**src/rtl/vedic_pkg.sv**
```systemverilog
// vedic_pkg: shared widths and FSM state encodings for the vedic dot-product accumulator
package vedic_pkg;
  localparam int MUL_W = 16;
  localparam int OPD_W = 8;
  typedef enum logic [1:0] {FILL = 2'd0, DRAIN = 2'd1, HOLD = 2'd2} state_t;
endpackage

```
**src/rtl/vedic_8X8.sv**
```systemverilog
// vedic_8X8: combinational 8x8 unsigned Urdhva-Tiryagbhyam multiplier built from 4x4 and 2x2 blocks
module vedic_8X8
  import vedic_pkg::*;
(
  input  logic [OPD_W-1:0] a,
  input  logic [OPD_W-1:0] b,
  output logic [MUL_W-1:0] c
);
  function automatic logic [3:0] v2(input logic [1:0] x, input logic [1:0] y);
    return {3'b0, x[0] & y[0]} + {2'b0, x[1] & y[0], 1'b0} + {2'b0, x[0] & y[1], 1'b0} + {1'b0, x[1] & y[1], 2'b0};
  endfunction
  function automatic logic [7:0] v4(input logic [3:0] x, input logic [3:0] y);
    return {4'b0, v2(x[1:0], y[1:0])} + {2'b0, v2(x[1:0], y[3:2]), 2'b0} + {2'b0, v2(x[3:2], y[1:0]), 2'b0} + {v2(x[3:2], y[3:2]), 4'b0};
  endfunction
  assign c = {8'b0, v4(a[3:0], b[3:0])} + {4'b0, v4(a[3:0], b[7:4]), 4'b0} + {4'b0, v4(a[7:4], b[3:0]), 4'b0} + {v4(a[7:4], b[7:4]), 8'b0};
endmodule

```
**src/rtl/vedic_dot_acc.sv**
```systemverilog
// vedic_dot_acc: streaming VEC_LEN-term dot product with registered vedic products and FILL/DRAIN/HOLD handoff.
// Define VEDIC_DOT_SAT_EN to saturate the accumulator on overflow instead of wrapping.
module vedic_dot_acc
  import vedic_pkg::*;
#(
  parameter int VEC_LEN = 8,
  parameter int ACC_W   = 20
) (
  input  logic             clk,
  input  logic             rst,
  input  logic             in_valid,
  output logic             in_ready,
  input  logic [OPD_W-1:0] a,
  input  logic [OPD_W-1:0] b,
  output logic             out_valid,
  input  logic             out_ready,
  output logic [ACC_W-1:0] out_data,
  output logic             out_ovf
);
  localparam int CW = $clog2(VEC_LEN);
  localparam int SW = ACC_W + 1;
  state_t state, nxt;
  logic [CW-1:0] cnt;
  logic [MUL_W-1:0] prod, p_q;
  logic p_v, ovf, accept, handoff;
  logic [ACC_W-1:0] acc, acc_nx;
  logic [SW-1:0] sum;
  vedic_8X8 u_mul (.a(a), .b(b), .c(prod));
  assign accept  = in_valid & in_ready;
  assign handoff = out_valid & out_ready;
  assign sum     = {1'b0, acc} + SW'(p_q);
`ifdef VEDIC_DOT_SAT_EN
  // once clamped, the accumulator stays pinned for the rest of the vector
  assign acc_nx = (ovf | sum[ACC_W]) ? '1 : sum[ACC_W-1:0];
`else
  assign acc_nx = sum[ACC_W-1:0];
`endif
  always_ff @(posedge clk)
    if (rst) state <= FILL;
    else state <= nxt;
  always_comb
    nxt = state == FILL  ? ((accept && cnt == CW'(VEC_LEN - 1)) ? DRAIN : FILL) :
          state == DRAIN ? HOLD :
          (out_ready ? FILL : HOLD);
  always_comb begin
    in_ready  = state == FILL;
    out_valid = state == HOLD;
    out_data  = out_valid ? acc : '0;
    out_ovf   = out_valid & ovf;
  end
  always_ff @(posedge clk)
    if (rst) begin
      cnt <= '0;
      acc <= '0;
      ovf <= 1'b0;
      p_q <= '0;
      p_v <= 1'b0;
    end else begin
      p_v <= accept;
      if (accept) p_q <= prod;
      if (handoff) begin
        acc <= '0;
        ovf <= 1'b0;
        cnt <= '0;
      end else begin
        if (p_v) begin
          acc <= acc_nx;
          ovf <= ovf | sum[ACC_W];
        end
        if (accept) cnt <= cnt + 1'b1;
      end
    end
endmodule

```
**config.mk**
```make
export PLATFORM = sky130hd
export DESIGN_NAME = vedic_dot_acc
export DESIGN_NICKNAME = d
export VERILOG_FILES = /design/src/rtl/vedic_pkg.sv /design/src/rtl/vedic_8X8.sv /design/src/rtl/vedic_dot_acc.sv
export SDC_FILE = /design/constraint.sdc
export NUM_CORES = 1
export LEC_CHECK = 0
export CORE_MARGIN = 2
export CORE_UTILIZATION = 34
export DETAILED_ROUTE_END_ITERATION = 6
export SETUP_SLACK_MARGIN = 0.2
export SYNTH_ARGS = -nofsm -noshare
export SYNTH_HDL_FRONTEND = slang
export SYNTH_SLANG_ARGS = --single-unit
```
**constraint.sdc**
```tcl
create_clock -name clk -period 8.35 [get_ports clk]
set_clock_uncertainty 0.15 [all_clocks]
set_input_delay 0.835 -clock clk [delete_from_list [all_inputs] [get_ports clk]]
set_output_delay 0.835 -clock clk [all_outputs]
set_load 0.01 [all_outputs]
```
== After elaboration in Yosys (flattened, before gate mapping) ==
Index checks and enable logic that the tools add are counted.

* Memories kept: 0
* Bits in registers: 43
* Bits in read-only memories: 0
* RAM bits: 0
* Input bits: 20
* Latch bits: 0

* Order comparisons: 0
* Shift operators: 0
* Equal/unequal tests: 3
* $mul: 0
* Mux-type cells: 5
* Bitwise operators: 68
* Add/subtract/negate cells: 65
* Div/mod/pow operators: 0
* Reductions and logical operators: 3

{| class="wikitable"
|+ Operators with widths
! operator !! number
|-
| $and A1 B1 Y1 || 67
|-
| $add A4 B2 Y4 || 16
|-
| $add A4 B3 Y4 || 16
|-
| $add A1 B2 Y3 || 16
|-
| $add A8 B6 Y8 || 4
|-
| $add A8 B8 Y8 || 4
|-
| $add A4 B6 Y7 || 4
|-
| $add A20 B16 Y21 || 1
|-
| $mux W20 || 1
|-
| $add A16 B12 Y16 || 1
|-
| $add A16 B16 Y16 || 1
|-
| $add A8 B12 Y13 || 1
|-
| $mux W2 || 3
|-
| $add A3 B1 Y3 const B || 1
|-
| $eq A3 B3 Y1 const B || 1
|-
| $eq A2 B1 Y1 const B || 1
|-
| $eq A2 B2 Y1 const B || 1
|-
| $logic_not A2 Y1 || 1
|-
| $reduce_or A2 Y1 || 1
|-
| $logic_and A1 B1 Y1 || 1
|-
| $mux W1 || 1
|-
| $or A1 B1 Y1 || 1
|}

== Logic depth before layout (Yosys ltp) ==
Gate-level depths: netlist (run 1).

* Depth after elaboration: 10
* Gate-level depth with buffers: 29
* Depth with buffers taken out: 29

== Hierarchy ==
A second synthesis (run 1) with hierarchy kept.

* Cells, all modules: 583
* Area total of the unflattened synthesis: 4,820.9 um^2

{| class="wikitable"
|+ Modules (own cells, without submodules)
! module !! area an instance (um^2) !! instances !! cells an instance
|-
| vedic_dot_acc || 2,438.6 || 1 || 300
|-
| vedic_8X8 || 2,382.3 || 1 || 283
|}

== Least setup slack after synthesis (run 1) ==
No wires, ideal clock.

* Path type: in2reg
* Start point: in b[0]
* End point: reg p_q[15]
* Setup slack: 1.861 ns
* Stages on the path: 25
* Buffers on the path: 0
* Arrival time: 6.217 ns
* Cell sequence: and2_1 ha_1 ha_1 ha_1 inv_1 fa_1 xor2_1 fa_1 fa_1 inv_1 ha_1 fa_1 a21o_1 a21oi_1 nor2_1 xnor2_1 fa_1 inv_1 ha_1 or2_2 a21oi_1 a21oi_1 nand3_1 nor4_1 a311o_1

* Word-level cells in the longest chain between the ends: 10
* Elaborated cells between the ends (all ways): 29

{| class="wikitable"
|+ Ends and longest elaborated chain
! element !! line !! text
|-
| start, declared || vedic_dot_acc.sv:14 || <nowiki>input logic [OPD_W-1:0] b,</nowiki>
|-
| $and A1 B1 Y1 || vedic_8X8.sv:10 || <nowiki>return {3'b0, x[0] & y[0]} + {2'b0, x[1] & y[0], 1'b0} + {2'b0, x[0] & y[1], 1'b0} + {1'b0, x[1] & y[1], 2'b0} ...</nowiki>
|-
| $add A1 B2 Y3 || vedic_8X8.sv:10 ||
|-
| $add A4 B2 Y4 || vedic_8X8.sv:10 ||
|-
| $add A4 B3 Y4 || vedic_8X8.sv:10 ||
|-
| $add A4 B6 Y7 || vedic_8X8.sv:13 || <nowiki>return {4'b0, v2(x[1:0], y[1:0])} + {2'b0, v2(x[1:0], y[3:2]), 2'b0} + {2'b0, v2(x[3:2], y[1:0]), 2'b0} + {v2( ...</nowiki>
|-
| $add A8 B6 Y8 || vedic_8X8.sv:13 ||
|-
| $add A8 B8 Y8 || vedic_8X8.sv:13 ||
|-
| $add A8 B12 Y13 || vedic_8X8.sv:15 || <nowiki>assign c = {8'b0, v4(a[3:0], b[3:0])} + {4'b0, v4(a[3:0], b[7:4]), 4'b0} + {4'b0, v4(a[7:4], b[3:0]), 4'b0} + ...</nowiki>
|-
| $add A16 B12 Y16 (*) || vedic_8X8.sv:15 ||
|-
| $add A16 B16 Y16 (*) || vedic_8X8.sv:15 ||
|-
| end signal, assigned || vedic_dot_acc.sv:60 || <nowiki>if (accept) p_q <= prod;</nowiki>
|-
| end, declared || vedic_dot_acc.sv:24 || <nowiki>logic [MUL_W-1:0] prod, p_q;</nowiki>
|}

Mark *: on every way between the ends. The rest lies on a longest branch, timed or not.
A chain may end at the register's enable or synchronous reset.

== Worst setup path after layout (run 1) ==
* Start point: in b[0]
* End point: reg p_q[13]

The elaborated chain is that of the path after synthesis.

==> results of run 1 <==
[registers in the layout, summed over array words and instances (netlist names)]
register / flops
p_v: 1
p_q: 16
acc: 20
cnt: 3
state: 2
ovf: 1
[power groups by stage]
stage	Combinational [mW]	Clock (mW)	Sequential, mW
6_report	0.592	0.252	0.248
5_1_grt	0.681	0.264	0.251
4_1_cts	0.596	0.256	0.249
3_5_place_dp	0.591	0	0.253
3_3_place_gp	0.573	0	0.253
2_1_floorplan	0.476	0	0.246
[how the worst max path moves through the flow]
stage	cells past startpoint	endpoint	from
3_5_place_dp	24	p_q[13]	b[0]
2_1_floorplan	25	p_q[15]	b[0]
6_report	24	p_q[13]	b[0]
3_3_place_gp	24	p_q[13]	b[0]
4_1_cts	24	p_q[13]	b[0]
5_1_grt	25	p_q[13]	b[0]
[cell families (layout without fill, tap and decap cells)]
| kind of cell | Yosys count | after routing | synth area share |
|---|---|---|---|
| fa+ha+maj | 123 | 123 | 0.331 |
| simple gates | 207 | 207 | 0.209 |
| flops | 43 | 43 | 0.166 |
| compound gates | 128 | 128 | 0.157 |
| mux | 4 | 4 | 0.00771 |
| buf+inv | 72 | 114 | 0.0525 |
| xor+xnor | 46 | 46 | 0.0776 |
[layer usage]
| metal | vias up | wire (microns) |
|---|---|---|
| li1 | 2211 | - |
| met1 | 2008 | 5140 |
| met2 | 47 | 5550 |
| met3 | 16 | 227 |
| met4 | 0 | 143 |
| met5 | - | 0 |
[critical path: cells and delay by family]
family / cells / cell delay, ps
simple gates: 1 / 230
xor+xnor: 3 / 450
compound gates: 7 / 1570
fa+ha+maj: 10 / 3570
buf+inv: 3 / 630
[synthesized netlist by cell type (all sizes together)]
| master | number |
|---|---|
| a211o | 1 |
| inv | 62 |
| and2 | 83 |
| nand2b | 5 |
| nand2 | 56 |
| a22oi | 1 |
| a21o | 17 |
| and3 | 5 |
| or2 | 1 |
| xnor2 | 35 |
| o2111ai | 1 |
| mux2i | 4 |
| fa | 24 |
| buf | 1 |
| a211oi | 14 |
| nor3 | 13 |
| clkbuf | 9 |
| o21ai | 29 |
| nor2b | 9 |
| nand3b | 1 |
| o31a | 1 |
| o211ai | 4 |
| a2111oi | 4 |
| o31ai | 1 |
| a311o | 1 |
| a2bb2oi | 1 |
| o22ai | 2 |
| o21bai | 3 |
| nand3 | 9 |
| dfxtp | 43 |
| xor2 | 11 |
| o21a | 3 |
| ha | 99 |
| nor4 | 1 |
| a31oi | 1 |
| nor2 | 23 |
| a21oi | 44 |
| or3 | 1 |
[stage by stage]
step           utilization  worst slack, ps
2_1_floorplan            -             1860
3_3_place_gp         0.386             1030
3_5_place_dp         0.386              851
4_1_cts              0.399             1160
5_1_grt              0.399              738
6_report             0.399             1120
[area by class of cell]
type	count	share of cell area
timing repair buffer	44	0.0723
sequential	43	0.143
multi-input combinational	508	0.675
tap	188	0.0391
clock inverter	3	0.0112
clock buffer	5	0.0208
inverter	62	0.0387
==> out/metrics.csv, run 1 <==
stage;metric;value;unit
timing;hold_viol_final;0;
clock_network;clock_path_buffers;2;
routing;routed_wirelength;11.1;mm
global_routing;grt_pass1_wl;19.4;mm
logic_synthesis;syn_inst;623;
global_routing;use_met2;0.266;
timing;maxSlewViolCount;0;
worst_hold_path;whs_path_depth;2;
routing;antenna_left;0;
run;cap_violations;0;
setup_path;crit_required;8390;ps
global_routing;grt_busiest_layer;met2;
timing;rsz0062_at_grt;false;
setup_path;slowest_delay;540;ps
global_routing;antenna_found_initial;0;
clock_network;holdBufCountCts;0;
routing;vias_per_cell;5.02;
setup_path;rrSetupSlack;5930;ps
setup_path;critical_path.cell_chain;clkdlybuf4s50_1, and2_1, ha_1, ha_1, ha_1, inv_1, fa_1, xor2_1, fa_1, fa_1, inv_1, ha_1, fa_1, a21o_1, a21oi_1, xnor2_1, fa_1, ha_1, o21ai_0, o21bai_1, a2111oi_0, a21oi_1, xnor2_1, a211oi_1;
power_and_ir_drop;combinationalPowerShare;0.542;
setup_path;cp-end-kind;flip-flop;
worst_hold_path;min_to;ovf;
power_and_ir_drop;p_seq_frac;0.227;
clock_network;cts-root-buf;clkbuf_16;
power_and_ir_drop;peakVddDrop;98.5;uV
final_layout;fin_nets;807;
timing;hold_slack;292;ps
global_routing;met1_usage;0.176;
logic_synthesis;syn_area_per_cell;8.34;sq um
setup_path;criticalPathCategory;input pin to flip-flop;
clock_network;cts_resized;0;
clock_network;cts_buffers;5;
clock_network;clk_pin_slew;60;ps
floorplan;start_util;0.344;
clock_network;insertion_delay;290;ps
logic_synthesis;yosysUniqueCellTypes;45;
power_and_ir_drop;p_sw;420;uW
global_routing;track_usage;0.143;
global_routing;gr-total-overflow;0;
routing;drtPass1Iterations;4;
setup_path;worstPathArrival;7280;ps
placed_design;hpwl;9.33;mm
final_layout;fin_cells;853;
clock_network;cts_max_level;2;
routing;num_vias;4282;
power_and_ir_drop;power_density;182;nW/um^2
setup_path;r2r-start;acc[0];
final_layout;final_cell_mix;ha_1, and2_1, inv_1;
logic_synthesis;ys_ff_latch;43;
final_layout;multi_input_area;4060;sq um
logic_synthesis;synth_top_cell_by_area;ha_1;
setup_path;r2r_cells;9;
floorplan;ioPinCount;43;
final_layout;seqCellArea;861;sq um
final_layout;drive_above_1_share;0.0286;
logic_synthesis;synth_nets;766;
clock_network;postCtsSetupBuffers;0;
power_and_ir_drop;internal_power;673;uW
timing;maxSlewHeadroom;0.516;
placed_design;placed_cell_area;5830;sq um
setup_path;cpMaxStageDelayCell;clkdlybuf4s50_1;
floorplan;fp-row-count;45;
floorplan;die_y;128;microns
setup_path;crit_fanout;8;
timing;fmax;138;MHz
global_routing;grt_use_met3;0.0172;
logic_synthesis;yosys_warnings;0;
power_and_ir_drop;power;1.09;mW
power_and_ir_drop;p_leak;2.83;nW
floorplan;die_area;16300;sq um
placed_design;place_congestion;0.901;
global_routing;grt_pass1_vias;4296;
run_status;outcome;finished, final reports clean;
worst_hold_path;min_from;ovf;
timing;finalCritPeriodShare;0.866;
worst_hold_path;hp-class;flip-flop to flip-flop;
clock_network;cts_tree;done;
floorplan;die_x;128;microns
final_layout;layout_commonest_cell;ha_1;
final_layout;diodes;0;
logic_synthesis;yosysTopAreaCellShare;0.238;
power_and_ir_drop;pwr-share-clk;0.231;
routing;wl_per_cell;13.0;microns
logic_synthesis;ys_seq_area_frac;0.166;
timing;tns;0;ps
setup_path;worstReg2RegEnd;acc[16];
timing;tightest_slew;724;ps
timing;setup_violations;0;
logic_synthesis;synth_area;5190;sq um
power_and_ir_drop;p_sw_frac;0.384;
routing;drt_iter0_markers;217;
routing;post-route-drc-count;0;
timing;min_period;7230;ps
final_layout;fillers;1554;
final_layout;design_area;6020;sq um
placed_design;dp_cells;845;
placed_design;port_buffers;42;
setup_path;cp-start-kind;input pin;
clock_network;clock-sinks;43;
global_routing;grt_max_degree;25;
final_layout;syn_to_final_growth;15.8;%
floorplan;core-area;15100;sq um
logic_synthesis;synth.area.top_cells;ha_1, dfxtp_1, and2_1;
No activity file was read; power rests on OpenSTA's default activity.
==> run 2: changes to the inputs <==
--- a/config.mk
+++ b/config.mk
@@ -6,7 +6,7 @@
 export NUM_CORES = 1
 export LEC_CHECK = 0
 export CORE_MARGIN = 2
-export CORE_UTILIZATION = 34
+export CORE_UTILIZATION = 25
 export DETAILED_ROUTE_END_ITERATION = 6
 export SETUP_SLACK_MARGIN = 0.2
 export SYNTH_ARGS = -nofsm -noshare
==> constraint.sdc (replaced) <==
create_clock -name clk -period 7.81 [get_ports clk]
set_clock_uncertainty 0.15 [all_clocks]
set_input_delay 0.781 -clock clk [delete_from_list [all_inputs] [get_ports clk]]
set_output_delay 0.781 -clock clk [all_outputs]
set_load 0.01 [all_outputs]
==> out/metrics.csv, run 2 (synthesis results as in run 1) <==
stage;metric;value;unit;change
routing;num_vias;4185;;was 4282
worst_hold_path;hp-class;flip-flop to flip-flop;;unchanged
floorplan;start_util;0.256;;was 0.344
timing;setup_violations;0;;unchanged
setup_path;cp-end-kind;flip-flop;;unchanged
setup_path;cp-start-kind;input pin;;unchanged
routing;drt_iter0_markers;126;;was 217
timing;maxSlewHeadroom;0.489;;was 0.516
final_layout;syn_to_final_growth;17.8;%;was 15.8%
timing;hold_slack;299;ps;was 292 ps
power_and_ir_drop;power;1.13;mW;was 1.09 mW
run_status;outcome;finished, final reports clean;;unchanged
global_routing;grt_pass1_vias;4129;;was 4296
clock_network;cts_buffers;5;;unchanged
global_routing;grt_max_degree;25;;unchanged
clock_network;clk_pin_slew;60;ps;about the same
clock_network;cts_max_level;2;;unchanged
setup_path;criticalPathCategory;input pin to flip-flop;;unchanged
setup_path;worstPathArrival;7190;ps;was 7280 ps
final_layout;final_cell_mix;ha_1, and2_1, inv_1;;unchanged
routing;post-route-drc-count;0;;unchanged
final_layout;drive_above_1_share;0.0329;;was 0.0286
clock_network;clock-sinks;43;;unchanged
timing;hold_viol_final;0;;unchanged
timing;fmax;140;MHz;
floorplan;die_y;148;microns;was 128 microns
timing;maxSlewViolCount;0;;unchanged
timing;finalCritPeriodShare;0.915;;
routing;antenna_left;0;;unchanged
floorplan;core-area;20300;sq um;was 15100 sq um
routing;vias_per_cell;4.46;;was 5.02
setup_path;crit_fanout;8;;unchanged
timing;tightest_slew;765;ps;was 724 ps
placed_design;placed_cell_area;5950;sq um;was 5830 sq um
floorplan;fp-row-count;52;;was 45
routing;routed_wirelength;11.2;mm;was 11.1 mm
placed_design;place_congestion;0.772;;was 0.901
final_layout;largest_reg_flops;20;;unchanged
power_and_ir_drop;peakVddDrop;91.0;uV;was 98.5 uV
placed_design;port_buffers;42;;unchanged
timing;min_period;7140;ps;
global_routing;grt_pass1_wl;19.1;mm;was 19.4 mm
setup_path;crit_required;7850;ps;was 8390 ps
final_layout;fin_cells;938;;was 853
global_routing;track_usage;0.104;;was 0.143
routing;wl_per_cell;11.9;microns;was 13.0 microns
clock_network;clock_path_buffers;2;;unchanged
final_layout;layout_commonest_cell;ha_1;;unchanged
clock_network;insertion_delay;290;ps;about the same
clock_network;cts-root-buf;clkbuf_16;;unchanged
floorplan;die_x;148;microns;was 128 microns
clock_network;cts_tree;done;;unchanged
global_routing;gr-total-overflow;0;;unchanged
timing;tns;0;ps;unchanged
clock_network;postCtsSetupBuffers;0;;unchanged
power_and_ir_drop;power_density;185;nW/um^2;was 182 nW/um^2
clock_network;holdBufCountCts;0;;unchanged
run;cap_violations;0;;unchanged
floorplan;ioPinCount;43;;unchanged
final_layout;regMostFlops;acc;;unchanged
final_layout;diodes;0;;unchanged
routing;drtPass1Iterations;4;;unchanged
placed_design;dp_cells;930;;was 845
placed_design;hpwl;9.42;mm;was 9.33 mm
final_layout;reg_top3;acc x20, p_q x16, cnt x3;;unchanged
power_and_ir_drop;p_leak;2.84;nW;was 2.83 nW
final_layout;fin_nets;810;;was 807
final_layout;design_area;6120;sq um;was 6020 sq um
floorplan;die_area;21900;sq um;was 16300 sq um
clock_network;cts_resized;0;;unchanged
global_routing;antenna_found_initial;0;;unchanged
timing;rsz0062_at_grt;false;;unchanged
## run 2: cell count changes in the layout (fill, tap and decap cells not counted), sizes merged
cell	previous run	this run
clkinv	0	2
bufinv	2	1
clkinvlp	1	0
buf	2	5
## run 2: critical path: stages
cell,delay (ps)
clkdlybuf4s50_1,530
and2_1,220
ha_1,180
ha_1,290
ha_1,160
inv_1,50
fa_1,370
xor2_1,170
fa_1,530
fa_1,470
xnor2_1,300
ha_1,290
a21o_1,170
a21oi_1,220
o21ai_0,190
xnor2_1,190
fa_1,540
inv_1,40
ha_1,330
o21ai_0,130
o21bai_1,120
a2111oi_0,470
a21oi_1,100
xnor2_1,140
a211oi_1,210
## run 2: final cells by class
cell class | count | area, sq um
multi-input combinational | 508 | 4060
timing repair buffer | 47 | 458
tap | 270 | 338
fill | 2211 | 14200
clock buffer | 5 | 125
inverter | 62 | 233
clock inverter | 3 | 43.8
sequential | 43 | 861
## run 2: metal layers
metal	GRT usage	wire, microns	vias to the layer above
met4	0.0210	80	0
li1	-	-	2209
met3	0.0123	213	6
met1	0.135	5490	1934
met2	0.187	5410	36
met5	0	0	-
## run 2: stage by stage
stage,setup WS (ps),utilization
final,666,0.301
after global routing,248,0.301
after detailed placement,362,0.293
after floorplan,1370,-
after global placement,521,0.293
after CTS,654,0.301
## run 2: path summary, 6_finish.rpt
path,to,slack (ps),depth (start not counted),startpoint
worst max-delay path,p_q[13],670,25,a[0]
worst min-delay path,ovf,300,2,ovf
worst max register to register,acc[16],5410,9,acc[0]
worst min register to register,ovf,300,2,ovf
## run 2: power by group
part	internal [mW]	switching [mW]
clock	0.151	0.0868
sequential	0.246	0.0189
combinational	0.288	0.338
total	0.685	0.444
==> variant (flow settings as in run 2) <==
Encoding of `state_t`: now one-hot (3 bits for 3 states).
--- a/src/rtl/vedic_pkg.sv
+++ b/src/rtl/vedic_pkg.sv
@@ -2,6 +2,6 @@
 package vedic_pkg;
   localparam int MUL_W = 16;
   localparam int OPD_W = 8;
-  typedef enum logic [1:0] {FILL = 2'd0, DRAIN = 2'd1, HOLD = 2'd2} state_t;
+  typedef enum logic [2:0] {FILL = 3'b001, DRAIN = 3'b010, HOLD = 3'b100} state_t;
 endpackage
 
Function: no difference found for any inputs over 4 cycles, from zero or initial values and one cycle with rst high; so few cycles prove little.
==> variant against run 2 <==
- die area rose by 5.3%
- sequential power rose by 4%
- non-clock buffer count did not move
- register-to-register slack got worse by 0.05 ns
- clock power rose by 5%
- power rose by 0.62%
- count of clock-buffer cells in the layout rose by 1
- area after synthesis rose by 5.5%
- wire length rose by 7.9%
- sequential cell count rose by 1
- design area rose by 4.5%
- setup slack improved by 0.22 ns
- sequential share of layout area fell by 0.29 points
- critical endpoint unchanged
==> variant: results (changes against run 2) <==
| Metric | Value | Change |
| --- | --- | --- |
| Number of global-route vias before repair | 4,443 | +7.6% |
| Top cells by area, synth | sky130_fd_sc_hd__ha_1 23%, sky130_fd_sc_hd__dfxtp_1 16%, sky130_fd_sc_hd__and2_1 9.4% |  |
| Number of DRC markers after the initial detailed-route iteration | 221 | +75% |
| Post-DR vias/cell | 4.63 | +3.7% |
| Inst Count DP | 974 | +4.7% |
| Detailed-placement wirelength estimate | 9740 µm | +3.4% |
| Synth cell count leaders | 99 x sky130_fd_sc_hd__ha_1, 82 x sky130_fd_sc_hd__and2_1, 62 x sky130_fd_sc_hd__inv_1, 52 x sky130_fd_sc_hd__nand2_1, 45 x sky130_fd_sc_hd__a21oi_1 |  |
| Worst-case vdd ir drop | 0.0898 mV | -1.4% |
| Reg-to-reg slack, setup | 5.36 ns | -0.05 ns |
| Total number of H-tree levels | 2 | unchanged |
| Total of cells resized after clock tree synthesis | 0 | unchanged |
| Distinct cell type count of the synthesized netlist | 58 | +29% |
| Insertion delay of the later-clocked pin in the worst-skew pair | 0.29 ns | about the same |
| Final weighted congestion in routability-driven placement | 0.814 | +5.5% |
| Pin count of the biggest net entering global routing | 28 | +12% |
| Top Registers | acc (20), p_q (16) |  |
| Number of vias in the routed layout | 4,545 | +8.6% |
| Share of synthesized area occupied by flip-flops and latches | 16.1% | -0.49 points |
| Wire length of the first global-routing pass | 21,000 µm | +9.9% |
| Global Route Usage Sum | 10.7% | +0.22 points |
| Outcome | finished clean |  |
| DRT Wirelength | 12,100 µm | +7.9% |
| Least-Margin Pin Slew | 0.968 ns | +0.204 ns |
| Cell count after synthesis | 665 | +6.7% |
| Final nets | 844 | +4.2% |
| Leakage power of the design | 3.02 nW | +6.4% |
| Count of fill cells added during filler insertion | 2,302 | +4.1% |
| Data arrival, critical path | 6.95 ns | -0.24 ns |
| Fraction of final layout cells sized beyond drive strength 1 | 3.99% | +0.70 points |
## variant: cell types whose count changed after synthesis, sizes merged, moves of 5 or more
| cell | change |
|---|---|
| a21o | +5 |
| o21ai | -12 |
| nor2 | +6 |
| nand3 | +14 |
| or3 | +6 |
| a211oi | -6 |
| nor3 | +7 |
| xnor2 | -11 |
## variant: where the power goes
group          internal (mW)  total, mW  switching [mW]
Sequential             0.254      0.275          0.0206
Clock                  0.160      0.249          0.0892
Combinational          0.275      0.612           0.337
Total                  0.689       1.14           0.447
## variant: area by class of cell
class / count / share of cell area [%]
multi-input cells: 541 / 67.2
clock inverters: 2 / 0.607
repair buffers: 47 / 7.16
flip-flops and latches: 44 / 13.8
inverters: 62 / 3.64
clock buffers: 6 / 2.17
well taps: 280 / 5.48
## variant: path summary, 6_finish.rpt
kind                               start       to  cells after the start
worst max register to register  state[2]  acc[10]                      6
worst max-delay path                b[1]  p_q[13]                     25
worst min-delay path              p_q[6]   p_q[6]                      2
worst min register to register    p_q[6]   p_q[6]                      2
## variant: through the flow
step                power [mW]  worst slack [ns]  area, µm²
finish                    1.14             0.888       6390
global route              1.26             0.379       6390
CTS                       1.15             0.827       6390
detailed placement       0.897             0.510       6220
global placement         0.893             0.702       6220
floorplan                0.766              1.51       5480
## variant: logic make-up after synthesis
kind of cell             count (synthesis)  share of synthesized area (%)
AND/OR/NAND/NOR                        253                           25.0
adder cells (fa/ha/maj)                123                           31.4
multiplexers                             8                           1.46
AO/OA/AOI/OAI                          120                           14.6
flip-flops                              44                           16.1
XOR/XNOR                                37                           5.91
buffers and inverters                   80                           5.55
## variant: metal layers
metal	routed length [µm]	global-route usage, %
met1	5760	13.8
met2	5900	19.0
met3	290	1.43
met4	121	2.09
met5	0	0
